--- src/rtl/mdio_cfg_if.sv ---
// MDIO master request bundle.
// master: phy_add_o/reg_add/wr_data/wren/rden out; busy/rd_data/rd_valid in.
interface mdio_cfg_if;
    logic [4:0]  phy_add_o;
    logic [4:0]  reg_add;
    logic [15:0] wr_data;
    logic        wren;
    logic        rden;
    logic        busy;
    logic [15:0] rd_data;
    logic        rd_valid;

    modport master (
        output phy_add_o, reg_add, wr_data, wren, rden,
        input  busy, rd_data, rd_valid
    );

    modport slave (
        input  phy_add_o, reg_add, wr_data, wren, rden,
        output busy, rd_data, rd_valid
    );
endinterface

--- src/rtl/mdio_cfg_sequencer.sv ---
// Boot-time PHY configuration: per PHY soft reset, poll BMCR[15], write BMCR.
// Ports: clk, rst_n, start in; mdio (master modport); done/error/err_phy out.
module mdio_cfg_sequencer #(
    parameter int          NUM_PHY  = 2,
    parameter logic [4:0]  PHY_BASE = 5'h1,
    parameter int          PWR_WAIT = 1000,
    parameter int          POLL_MAX = 16,
    parameter int          BUSY_TO  = 4096,
    parameter logic [15:0] BMCR_CFG = 16'h3100
) (
    input  logic       clk,
    input  logic       rst_n,
    input  logic       start,
    mdio_cfg_if.master mdio,
    output logic       done,
    output logic       error,
    output logic [2:0] err_phy
);
    localparam logic [3:0] S_IDLE     = 4'd0;
    localparam logic [3:0] S_PWAIT    = 4'd1;
    localparam logic [3:0] S_RST_WR   = 4'd2;
    localparam logic [3:0] S_RST_ACK  = 4'd3;
    localparam logic [3:0] S_POLL_RD  = 4'd4;
    localparam logic [3:0] S_POLL_ACK = 4'd5;
    localparam logic [3:0] S_CFG_WR   = 4'd6;
    localparam logic [3:0] S_CFG_ACK  = 4'd7;
    localparam logic [3:0] S_DONE     = 4'd8;
    localparam logic [3:0] S_ERR      = 4'd9;

    localparam int          PCW      = $clog2(POLL_MAX + 1);
    localparam logic [31:0] PW_LAST  = 32'(PWR_WAIT - 1);
    localparam logic [31:0] TO_LAST  = 32'(BUSY_TO - 1);
    localparam logic [2:0]  IDX_LAST = 3'(NUM_PHY - 1);

    logic [3:0]     state;
    logic [31:0]    cnt;
    logic [2:0]     idx;
    logic [PCW-1:0] polls;
    logic           seen_busy;
    logic           bit15;

    logic       ack_fall;
    logic       ack_to;
    logic       poll_hi;
    logic [4:0] phy_cur;

    // A transaction ends when busy falls after having been seen high.
    assign ack_fall = seen_busy & ~mdio.busy;
    assign ack_to   = (cnt == TO_LAST);
    // Read data on the deciding cycle itself still counts.
    assign poll_hi  = mdio.rd_valid ? mdio.rd_data[15] : bit15;
    assign phy_cur  = PHY_BASE + {2'b00, idx};

    always_ff @(posedge clk or negedge rst_n) begin
        if (!rst_n) begin
            state          <= S_IDLE;
            cnt            <= '0;
            idx            <= '0;
            polls          <= '0;
            seen_busy      <= 1'b0;
            bit15          <= 1'b0;
            mdio.phy_add_o <= '0;
            mdio.reg_add   <= '0;
            mdio.wr_data   <= '0;
            mdio.wren      <= 1'b0;
            mdio.rden      <= 1'b0;
            done           <= 1'b0;
            error          <= 1'b0;
            err_phy        <= '0;
        end else begin
            mdio.wren <= 1'b0;
            mdio.rden <= 1'b0;
            case (state)
                S_IDLE: begin
                    if (start) begin
                        state <= S_PWAIT;
                        cnt   <= '0;
                    end
                end
                S_PWAIT: begin
                    if (cnt == PW_LAST) begin
                        state <= S_RST_WR;
                        idx   <= '0;
                    end else begin
                        cnt <= cnt + 32'd1;
                    end
                end
                S_RST_WR: begin
                    if (!mdio.busy) begin
                        mdio.wren      <= 1'b1;
                        mdio.wr_data   <= 16'h8000;
                        mdio.phy_add_o <= phy_cur;
                        mdio.reg_add   <= 5'h0;
                        cnt            <= '0;
                        seen_busy      <= 1'b0;
                        polls          <= '0;
                        state          <= S_RST_ACK;
                    end
                end
                S_POLL_RD: begin
                    if (!mdio.busy) begin
                        mdio.rden      <= 1'b1;
                        mdio.phy_add_o <= phy_cur;
                        mdio.reg_add   <= 5'h0;
                        cnt            <= '0;
                        seen_busy      <= 1'b0;
                        polls          <= polls + 1'b1;
                        // No read strobe means still in reset.
                        bit15          <= 1'b1;
                        state          <= S_POLL_ACK;
                    end
                end
                S_CFG_WR: begin
                    if (!mdio.busy) begin
                        mdio.wren      <= 1'b1;
                        mdio.wr_data   <= BMCR_CFG;
                        mdio.phy_add_o <= phy_cur;
                        mdio.reg_add   <= 5'h0;
                        cnt            <= '0;
                        seen_busy      <= 1'b0;
                        state          <= S_CFG_ACK;
                    end
                end
                S_RST_ACK, S_POLL_ACK, S_CFG_ACK: begin
                    cnt <= cnt + 32'd1;
                    if (mdio.busy) seen_busy <= 1'b1;
                    if (state == S_POLL_ACK && mdio.rd_valid)
                        bit15 <= mdio.rd_data[15];
                    if (ack_fall) begin
                        if (state == S_RST_ACK) begin
                            state <= S_POLL_RD;
                        end else if (state == S_POLL_ACK) begin
                            if (!poll_hi) begin
                                state <= S_CFG_WR;
                            end else if (polls == PCW'(POLL_MAX)) begin
                                state   <= S_ERR;
                                error   <= 1'b1;
                                err_phy <= idx;
                            end else begin
                                state <= S_POLL_RD;
                            end
                        end else if (idx == IDX_LAST) begin
                            state <= S_DONE;
                            done  <= 1'b1;
                        end else begin
                            idx   <= idx + 3'd1;
                            state <= S_RST_WR;
                        end
                    end else if (ack_to) begin
                        state   <= S_ERR;
                        error   <= 1'b1;
                        err_phy <= idx;
                    end
                end
                S_DONE, S_ERR: begin
                    if (start) begin
                        done    <= 1'b0;
                        error   <= 1'b0;
                        err_phy <= '0;
                        cnt     <= '0;
                        state   <= S_PWAIT;
                    end
                end
                default: state <= S_IDLE;
            endcase
        end
    end
endmodule

--- src/flat_wrapper.sv ---
// flat-port wrapper written by rule: the top's interface ports become plain ports
module mdio_cfg_sequencer_flat 
#(
    parameter int          NUM_PHY  = 2,
    parameter logic [4:0]  PHY_BASE = 5'h1,
    parameter int          PWR_WAIT = 1000,
    parameter int          POLL_MAX = 16,
    parameter int          BUSY_TO  = 4096,
    parameter logic [15:0] BMCR_CFG = 16'h3100
)
  (clk, rst_n, start, done, error, err_phy, mdio_phy_add_o, mdio_reg_add, mdio_wr_data, mdio_wren, mdio_rden, mdio_busy, mdio_rd_data, mdio_rd_valid);
  mdio_cfg_if mdio_i ();
  input  logic clk;
  input  logic rst_n;
  input  logic start;
  output logic done;
  output logic error;
  output logic [2:0] err_phy;
  output wire logic [$bits(mdio_i.phy_add_o)-1:0] mdio_phy_add_o;
  output wire logic [$bits(mdio_i.reg_add)-1:0] mdio_reg_add;
  output wire logic [$bits(mdio_i.wr_data)-1:0] mdio_wr_data;
  output wire logic [$bits(mdio_i.wren)-1:0] mdio_wren;
  output wire logic [$bits(mdio_i.rden)-1:0] mdio_rden;
  input wire logic [$bits(mdio_i.busy)-1:0] mdio_busy;
  input wire logic [$bits(mdio_i.rd_data)-1:0] mdio_rd_data;
  input wire logic [$bits(mdio_i.rd_valid)-1:0] mdio_rd_valid;
  assign mdio_phy_add_o = mdio_i.phy_add_o;
  assign mdio_reg_add = mdio_i.reg_add;
  assign mdio_wr_data = mdio_i.wr_data;
  assign mdio_wren = mdio_i.wren;
  assign mdio_rden = mdio_i.rden;
  assign mdio_i.busy = mdio_busy;
  assign mdio_i.rd_data = mdio_rd_data;
  assign mdio_i.rd_valid = mdio_rd_valid;
  mdio_cfg_sequencer #(.NUM_PHY(NUM_PHY), .PHY_BASE(PHY_BASE), .PWR_WAIT(PWR_WAIT), .POLL_MAX(POLL_MAX), .BUSY_TO(BUSY_TO), .BMCR_CFG(BMCR_CFG)) u_core (.clk(clk), .rst_n(rst_n), .start(start), .mdio(mdio_i), .done(done), .error(error), .err_phy(err_phy));
endmodule
--- config.mk ---
export PLATFORM = sky130hd
export DESIGN_NAME = mdio_cfg_sequencer_flat
export DESIGN_NICKNAME = d
export VERILOG_FILES = /design/src/rtl/mdio_cfg_if.sv /design/src/rtl/mdio_cfg_sequencer.sv /design/src/flat_wrapper.sv
export SDC_FILE = /design/constraint.sdc
export NUM_CORES = 1
export LEC_CHECK = 0
export CORE_ASPECT_RATIO = 1.5
export CORE_UTILIZATION = 30
export CTS_CLUSTER_DIAMETER = 40
export DETAILED_ROUTE_END_ITERATION = 6
export GPL_TIMING_DRIVEN = 0
export PLACE_DENSITY = 0.51
export SYNTH_ARGS = -nofsm -noshare
export SYNTH_HDL_FRONTEND = slang
export SYNTH_SLANG_ARGS = --single-unit
--- constraint.sdc ---
create_clock -name clk -period 2.1 [get_ports clk]
set_input_delay 0.42 -clock clk [delete_from_list [all_inputs] [get_ports clk]]
set_output_delay 0.42 -clock clk [all_outputs]
set_load 0.005 [all_outputs]
==> results of run 1 <==
-- cells by family (layout without fill, tap and decap cells) --
logic type,count (synthesis),after routing,synth area share
other,1,18,0.00107
buffers and inverters,51,93,0.0796
adder cells (fa/ha/maj),5,5,0.0179
AO/OA/AOI/OAI,104,104,0.194
AND/OR/NAND/NOR,150,150,0.245
multiplexers,6,6,0.0189
XOR/XNOR,9,9,0.0225
flip-flops,59,59,0.421
-- layout make-up --
type | count | area, um^2
clock buffer | 11 | 233
buffer | 32 | 213
inverter | 19 | 71.3
fill | 1203 | 7020
sequential | 59 | 1480
clock inverter | 5 | 30.0
multi-input combinational | 292 | 1930
tap | 150 | 188
timing repair buffer | 26 | 241
-- what timing repair did --
action,in CTS,in global routing
endpoints found under the setup margin,42,36
resized for setup,11,15
setup buffers,2,4
pin swaps,1,3
-- state kept, by name (all words and copies together) (netlist names) --
register,cells
u_core.error,1
u_core.done,1
u_core.cnt,32
u_core.state,4
u_core.mdio.phy_add_o,4
u_core.seen_busy,1
u_core.err_phy,3
u_core.mdio.rden,1
u_core.mdio.wren,1
u_core.bit15,1
u_core.idx,3
u_core.mdio.wr_data,2
u_core.polls,5
-- worst paths after layout --
check / slack, ns / to / cells past startpoint / start
max: 0.05 / u_core.err_phy[1] / 6 / mdio_rd_valid
max reg2reg: 0.08 / u_core.err_phy[1] / 7 / u_core.polls[1]
max in group asynchronous: 1.42 / u_core.cnt[29] / 1 / rst_n
min: 0.16 / u_core.cnt[6] / 1 / rst_n
min in group clk: 0.48 / u_core.mdio.phy_add_o[2] / 2 / u_core.mdio.phy_add_o[2]
min reg2reg: 0.48 / u_core.mdio.phy_add_o[2] / 2 / u_core.mdio.phy_add_o[2]
-- power groups by stage --
stage | Combinational (mW) | Sequential [mW] | Clock (mW)
6_report | 0.673 | 1.22 | 1.29
2_1_floorplan | 0.408 | 1.23 | 0
3_5_place_dp | 0.615 | 1.24 | 0
4_1_cts | 0.654 | 1.22 | 1.33
3_3_place_gp | 0.614 | 1.23 | 0
5_1_grt | 0.741 | 1.22 | 1.38
-- critical path, delay by kind of cell --
| kind | cells | cell delay, ns |
|---|---|---|
| buffers and inverters | 1 | 0.53 |
| AND/OR/NAND/NOR | 1 | 0.41 |
| AO/OA/AOI/OAI | 2 | 0.41 |
| multiplexers | 2 | 0.48 |
-- routing by layer --
layer	wire length, um	GRT usage	vias to the layer above	share of wire
met2	4690	0.280	46	0.55
met4	157	0.0824	0	0.018
met3	254	0.0306	10	0.030
li1	-	-	1479	-
met1	3440	0.153	1471	0.40
met5	0	0	-	0
-- synthesized netlist by cell type (4+ instances only) --
library cell  instances
nand2b_1              5
buf_2                10
dfrtp_1              59
inv_1                19
or4_1                 7
o2111ai_1             4
xnor2_1               6
ha_1                  5
nand3_1              13
nor4_1                6
and2_1                4
o21ai_0              32
nor2_1               29
or2_2                 4
and3_1                5
nand4_1               6
buf_4                20
o31ai_1               7
or3_1                15
nand2_1              36
a21oi_1              23
nor2b_1               5
o211ai_1              7
mux2i_1               4
-- per-stage QoR --
step	total power, mW	hold WS, ns	util	instance area [um^2]
2_1_floorplan	1.64	0.124	-	3570
3_3_place_gp	1.85	0.467	0.347	3960
3_5_place_dp	1.85	0.473	0.346	3950
4_1_cts	3.21	0.196	0.376	4290
5_1_grt	3.35	0.235	0.384	4390
6_report	3.18	0.157	0.384	4390
==> flow_summary.ini, run 1 <==
[status]
status = finished, final reports clean

[timing]
worst_slew_pin_slew_ns = 0.778
maxSlewViolCount = 0
postLayoutSetupSlackWorst_ns = 0.0469
slew_headroom = 0.481
fin_crit_ns = 2.05
fin_tns_setup_ns = 0
fmax_mhz = 487
setup_viol = 0
hold_viol = 0
fin_crit_sh = 0.978
fin_skew_ns = 0.00465

[synthesis]
synth.distinct_cells = 58
yosysWarnings = 0
synth_top_area_frac = 0.421
ys_seq_area_frac = 0.421
synth_area_leaders = dfrtp_1, o21ai_0, buf_4
synthArstFlopShare = 1.00
syn_area_mm2 = 0.00350
synth_edf_count = 0
synthFlopType = dfrtp_1
synth-seq-cells = 59
syn_area_per_cell_um2 = 9.10
synthCells = 385
synth_area_leader_cell = dfrtp_1

[finish]
nets = 465
final_cell_mix = dfrtp_1, nand2_1, o21ai_0, buf_4, nor2_1
antenna_cells = 0
instances_no_fill = 594
mostFrequentLayoutCell = dfrtp_1
drive_gt1_frac = 0.191
syn2layout_area_growth_pct = 25.2

[clock_network]
cts_tree = built
cts_buffers = 9
clk-insertion-delay-late_ns = 0.33
cts-root-buf = clkbuf_16
hold_buffers = 0
numClockSinks = 59
clk_pin_slew_ns = 0.05
htree_levels = 3
cts_buffer_depth = 2

[die]
rows = 48
coreArea_mm2 = 0.0114
ios = 54
die_area_mm2 = 0.0121
die_w_um = 90.2
start_util = 0.307
die_y_um = 134

[global_route]
grt_use_total = 0.149
grt_max_degree = 60
grt-ovfl-total = 0
grt_pass1_vias = 2935
grt_pass1_wl_mm = 14.2
antenna_found_initial = 0

[placement]
post-place-ws_ns = -0.523
hpwl_mm = 6.10
gp_congestion = 0.888
dp.cells = 572
io_buffers = 20

[worst_setup_path]
cp.required_ns = 2.32
crit_slowest_cell = clkdlybuf4s50_1
critPathKind = in -> reg
end_kind = register
critPathMaxStageDelay_ns = 0.53
crit_fanout = 4
worstSetupStartpointType = input pin
cp_data_arrival_time_ns = 2.27
worstPathCellList = clkdlybuf4s50_1 -> mux2i_1 -> or3_4 -> a211oi_2 -> o22ai_2 -> mux2_4

[power_and_ir_drop]
p_per_area_mw_per_mm2 = 726
leakage_nw = 1.93
p_int_mw = 2.19
power.share.sequential = 0.382
switching_share = 0.311
comb_power_share = 0.211
p_switching_mw = 0.991
vdd_ir_drop_max_uv = 413
p_clk_frac = 0.407

[detailed_routing]
viasPerCell = 5.06
drt_iter0_markers = 108
routed_wirelength_mm = 8.54
drt-wirelength-per-cell_um = 14.4
drcViolationCount = 0
detailedRoute.firstPassIterationCount = 4
vias = 3006
ant_nets = 0

[hold_path]
hp-class = in -> async

[flow_run]
drv_cap = 0
Note: power is estimated with default switching activity, not from simulation.
==> run 2, diff against run 1 <==
- CORE_UTILIZATION: 30 -> 45
- PLACE_DENSITY: 0.51 -> 0.7
==> flow_summary.ini, run 2 (synthesis gave the netlist of run 1 again) <==
[finish]
drive_gt1_frac = 0.193
postLayoutCoreUtil = 0.581
instances_no_fill = 547
syn2layout_area_growth_pct = 25.4
final_cell_mix = dfrtp_1, nand2_1, o21ai_0, nor2_1, buf_4
antenna_cells = 0
largest_register_ffs = 32
nets = 466
regMostFlops = u_core.cnt
n_fill_cell = 692
reg_top3 = u_core.cnt x32, u_core.polls x5
mostFrequentLayoutCell = dfrtp_1

[timing]
maxSlewViolCount = 0
hold_viol = 0
fin_crit_sh = 0.954
fin_crit_ns = 2.00
rsz0062_at_grt = true
setup_viol = 0
fmax_mhz = 499
worst_slew_pin_slew_ns = 0.560
postLayoutSetupSlackWorst_ns = 0.0972
slew_headroom = 0.627
holdWs_ns = 0.0810
fin_skew_ns = 0.00770

[detailed_routing]
drt_iter0_markers = 149
ant_nets = 0
routed_wirelength_mm = 8.16
viasPerCell = 5.49
drcViolationCount = 0
vias = 3002
drt-wirelength-per-cell_um = 14.9
detailedRoute.firstPassIterationCount = 6

[hold_path]
hp-class = in -> async

[power_and_ir_drop]
comb_power_share = 0.200
p_switching_mw = 0.978
leakage_nw = 1.97
vdd_ir_drop_max_uv = 707
p_per_area_mw_per_mm2 = 758
power.share.sequential = 0.367
p_clk_frac = 0.433
p_int_mw = 2.35
power_mw = 3.33
switching_share = 0.294

[worst_setup_path]
crit_fanout = 7
worstSetupStartpointType = register
r2r_setup_slack_ns = 0.1
end_kind = register
cp.required_ns = 2.30
cp_data_arrival_time_ns = 2.21
critPathKind = reg -> reg

[clock_network]
numClockSinks = 59
cts_tree = built
clk_pin_slew_ns = 0.05
clk-insertion-delay-late_ns = 0.32
htree_levels = 3
cts_buffers = 9
cts-root-buf = clkbuf_16
cts_buffer_depth = 2
hold_buffers = 0

[flow_run]
drv_cap = 0

[global_route]
grt_max_degree = 37
grt_pass1_vias = 2959
grt-ovfl-total = 0
grt_use_total = 0.220
antenna_found_initial = 0
grt_pass1_wl_mm = 13.6

[placement]
gp_congestion = 0.885
post-place-ws_ns = -0.482
io_buffers = 20
dp.cells = 525
hpwl_mm = 5.84

[die]
die_w_um = 74.0
ios = 54
die_area_mm2 = 0.00815
die_y_um = 110
coreArea_mm2 = 0.00756
start_util = 0.463
rows = 39

[status]
status = finished, final reports clean
## run 2: worst paths after layout
check	endpoint	cells after the start	startpoint
setup / recovery	u_core.state[1]	5	u_core.cnt[12]
min in group clk	u_core.mdio.phy_add_o[2]	2	u_core.mdio.phy_add_o[2]
setup reg to reg	u_core.state[1]	5	u_core.cnt[12]
hold / removal	u_core.cnt[7]	1	rst_n
max in group asynchronous	u_core.mdio.rden	2	rst_n
hold reg to reg	u_core.mdio.phy_add_o[2]	2	u_core.mdio.phy_add_o[2]
## run 2: power groups by stage
stage                     clock network, mW  registers [mW]  logic [mW]
after floorplan                           0            1.23       0.408
after global placement                    0            1.23       0.591
after detailed placement                  0            1.24       0.601
after CTS                              1.46            1.22       0.641
after global routing                   1.51            1.23       0.748
final                                  1.44            1.22       0.666
## run 2: what timing repair did
item / CTS / global route
pin swaps: 1 / 1
gates resized for setup: 9 / 17
hold endpoints to repair: 0 / 0
buffers inserted: 1 / 5
endpoints found under the setup margin: 38 / 40
## run 2: worst max-delay path, cell delays in order, from the launching register on
cell and delay (ns):
dfrtp_1 0.50, nor4_4 0.37, nand3_2 0.19, nor4_4 0.36
o21ai_0 0.17, a211o_1 0.31
## run 2: cell type report
class                   count  area (um^2)  area share
inverters                  19         71.3      0.0162
clock inverters             5         52.6      0.0120
repair buffers             27          263      0.0598
flip-flops and latches     59         1480       0.336
plain buffers              32          213      0.0484
clock buffers              11          243      0.0553
multi-input cells         292         1950       0.443
well taps                 102          128      0.0291
## run 2: through the flow
stage	instance area (um^2)	TNS, ns
2_1_floorplan	3570	0
3_3_place_gp	3890	-94.28
3_5_place_dp	3910	-14.99
4_1_cts	4260	-0.0208
5_1_grt	4390	-0.0372
6_report	4390	0
## run 2: layer usage
metal,wire (um),vias up,part of all wire,global-route usage
met5,0,-,0,0
met4,189,0,0.023,0.0975
met3,311,19,0.038,0.0500
met2,4470,59,0.55,0.400
met1,3190,1447,0.39,0.238
li1,-,1477,-,-
==> run 3, diff against run 2 <==
- DONT_BUFFER_PORTS: default -> 1
- GPL_TIMING_DRIVEN: 0 -> 1
- PLACE_DENSITY: 0.7 -> 0.61
- SLEW_MARGIN: default -> 25
==> flow_summary.ini, run 3 (synthesis gave the netlist of run 1 again) <==
[status]
status = finished, final reports clean

[detailed_routing]
ant_nets = 0
vias = 2908
routed_wirelength_mm = 7.90
viasPerCell = 5.45
drt_iter0_markers = 102
drt-wirelength-per-cell_um = 14.8
detailedRoute.firstPassIterationCount = 4
drcViolationCount = 0

[worst_setup_path]
cp_num_buf_inv = 1
critPathKind = reg -> reg
cp_data_arrival_time_ns = 2.24
worstPathCellList = nor4_2 -> buf_4 -> nand2_1 -> nor4_4 -> o22ai_2 -> mux2_4
r2r-start = u_core.cnt[25]
ff2ff_path_depth = 6
cp.required_ns = 2.31
worstSetupStartpointType = register
critPathMaxStageDelay_ns = 0.41
r2r_setup_slack_ns = 0.07
cp_top_family = simple AND/OR/NAND/NOR gates
end_kind = register
timing.rr.end = u_core.err_phy[1]
crit_slowest_cell = dfrtp_1
crit_fanout = 5

[die]
ios = 54
coreArea_mm2 = 0.00756
rows = 39
die_y_um = 110
die_w_um = 74.0
start_util = 0.463
die_area_mm2 = 0.00815

[timing]
fin_crit_sh = 0.965
hold_viol = 0
worst_slew_pin_slew_ns = 0.526
slew_headroom = 0.645
maxSlewViolCount = 0
postLayoutSetupSlackWorst_ns = 0.0742
fin_crit_ns = 2.03
setup_viol = 0
fmax_mhz = 494
fin_skew_ns = 0.00384

[power_and_ir_drop]
p_switching_mw = 0.954
switching_share = 0.260
comb_power_share = 0.181
vdd_ir_drop_max_uv = 529
leakage_nw = 1.93
p_per_area_mw_per_mm2 = 865
p_clk_frac = 0.484
power.share.sequential = 0.335
p_int_mw = 2.71

[finish]
antenna_cells = 0
nets = 453
largest_register_ffs = 32
mostFrequentLayoutCell = dfrtp_1
syn2layout_area_growth_pct = 21.0
drive_gt1_frac = 0.188
final_cell_mix = dfrtp_1, buf_4, nand2_1, o21ai_0, nor2_1
reg_top3 = u_core.cnt x32, u_core.polls x5
instances_no_fill = 534
regMostFlops = u_core.cnt

[clock_network]
cts_buffer_depth = 2
clk_pin_slew_ns = 0.05
cts_tree = built
clk-insertion-delay-late_ns = 0.33
cts_buffers = 9
htree_levels = 3
numClockSinks = 59
cts-root-buf = clkbuf_16

[placement]
hpwl_mm = 5.75
io_buffers = 0
gp_congestion = 0.924
post-place-ws_ns = 0.0534
dp.cells = 515

[hold_path]
min_from = mdio_rd_data[15]
min_delay_path_depth = 2
min_to = u_core.bit15
hp-class = in -> reg

[global_route]
grt_pass1_vias = 3008
grt_max_degree = 60
grt_pass1_wl_mm = 13.5
antenna_found_initial = 0
grt-ovfl-total = 0
grt_use_total = 0.220

[flow_run]
drv_cap = 0
==> run 3: cell count changes in the layout (fill, tap and decap cells not counted), sizes merged <==
cell / delta
clkdlybuf4s50: -18
buf: +8
dlymetal6s2s: -1
dlygate4sd3: +1
bufinv: +3
clkinv: -2
clkinvlp: -1
clkbuf: -3
==> run 3: area by class of cell <==
cell class                 instances  area (um^2)
clock buffer                      11          233
clock inverter                     5          125
fill                             687         3320
inverter                          19         71.3
multi-input combinational        292         1840
sequential                        59         1480
tap                              102          128
timing repair buffer              46          368
==> run 3: metal layers <==
metal  part of all wire  global-route usage  vias up  wire length (um)
met5                  0                   0        -                 0
met4              0.025               0.110        0               197
met3              0.026              0.0491       15               202
met2               0.53               0.400       45              4220
met1               0.42               0.233     1394              3280
li1                   -                   -     1454                 -
==> run 3: timing repair <==
item	4_1_cts	5_1_grt
hold endpoints to repair	59	0
setup buffers	0	1
setup endpoints to repair	0	9
resized for setup	0	5
hold buffers	2	0
==> run 3: per-stage QoR <==
| step | util | total power, mW | setup TNS (ns) | hold slack [ns] | instance area, um^2 |
|---|---|---|---|---|---|
| floorplan | - | 1.64 | 0 | 0.124 | 3570 |
| global placement | 0.504 | 1.86 | 0 | 0.127 | 3810 |
| detailed placement | 0.504 | 1.87 | 0 | 0.128 | 3810 |
| CTS | 0.556 | 3.70 | 0 | 0.222 | 4210 |
| global route | 0.560 | 3.82 | -0.00280 | 0.230 | 4240 |
| finish | 0.560 | 3.67 | 0 | 0.238 | 4240 |
==> run 3: worst max path at each step <==
stage                                from                end  slack, ns  depth (start not counted)
after floorplan           u_core.polls[0]  u_core.err_phy[1]       0.22                          7
after global placement     u_core.cnt[23]    u_core.state[1]       0.06                          5
after detailed placement   u_core.cnt[18]    u_core.state[1]       0.05                          6
after CTS                  u_core.cnt[18]    u_core.state[1]       0.04                          6
after global routing       u_core.cnt[25]    u_core.state[1]     -0.003                          6
final                      u_core.cnt[25]  u_core.err_phy[1]       0.07                          6
==> run 3: power groups by stage <==
stage	clock (mW)	combinational, mW	sequential [mW]
6_report	1.78	0.664	1.23
2_1_floorplan	0	0.408	1.23
3_5_place_dp	0	0.620	1.25
5_1_grt	1.86	0.731	1.24
4_1_cts	1.82	0.654	1.23
3_3_place_gp	0	0.614	1.24
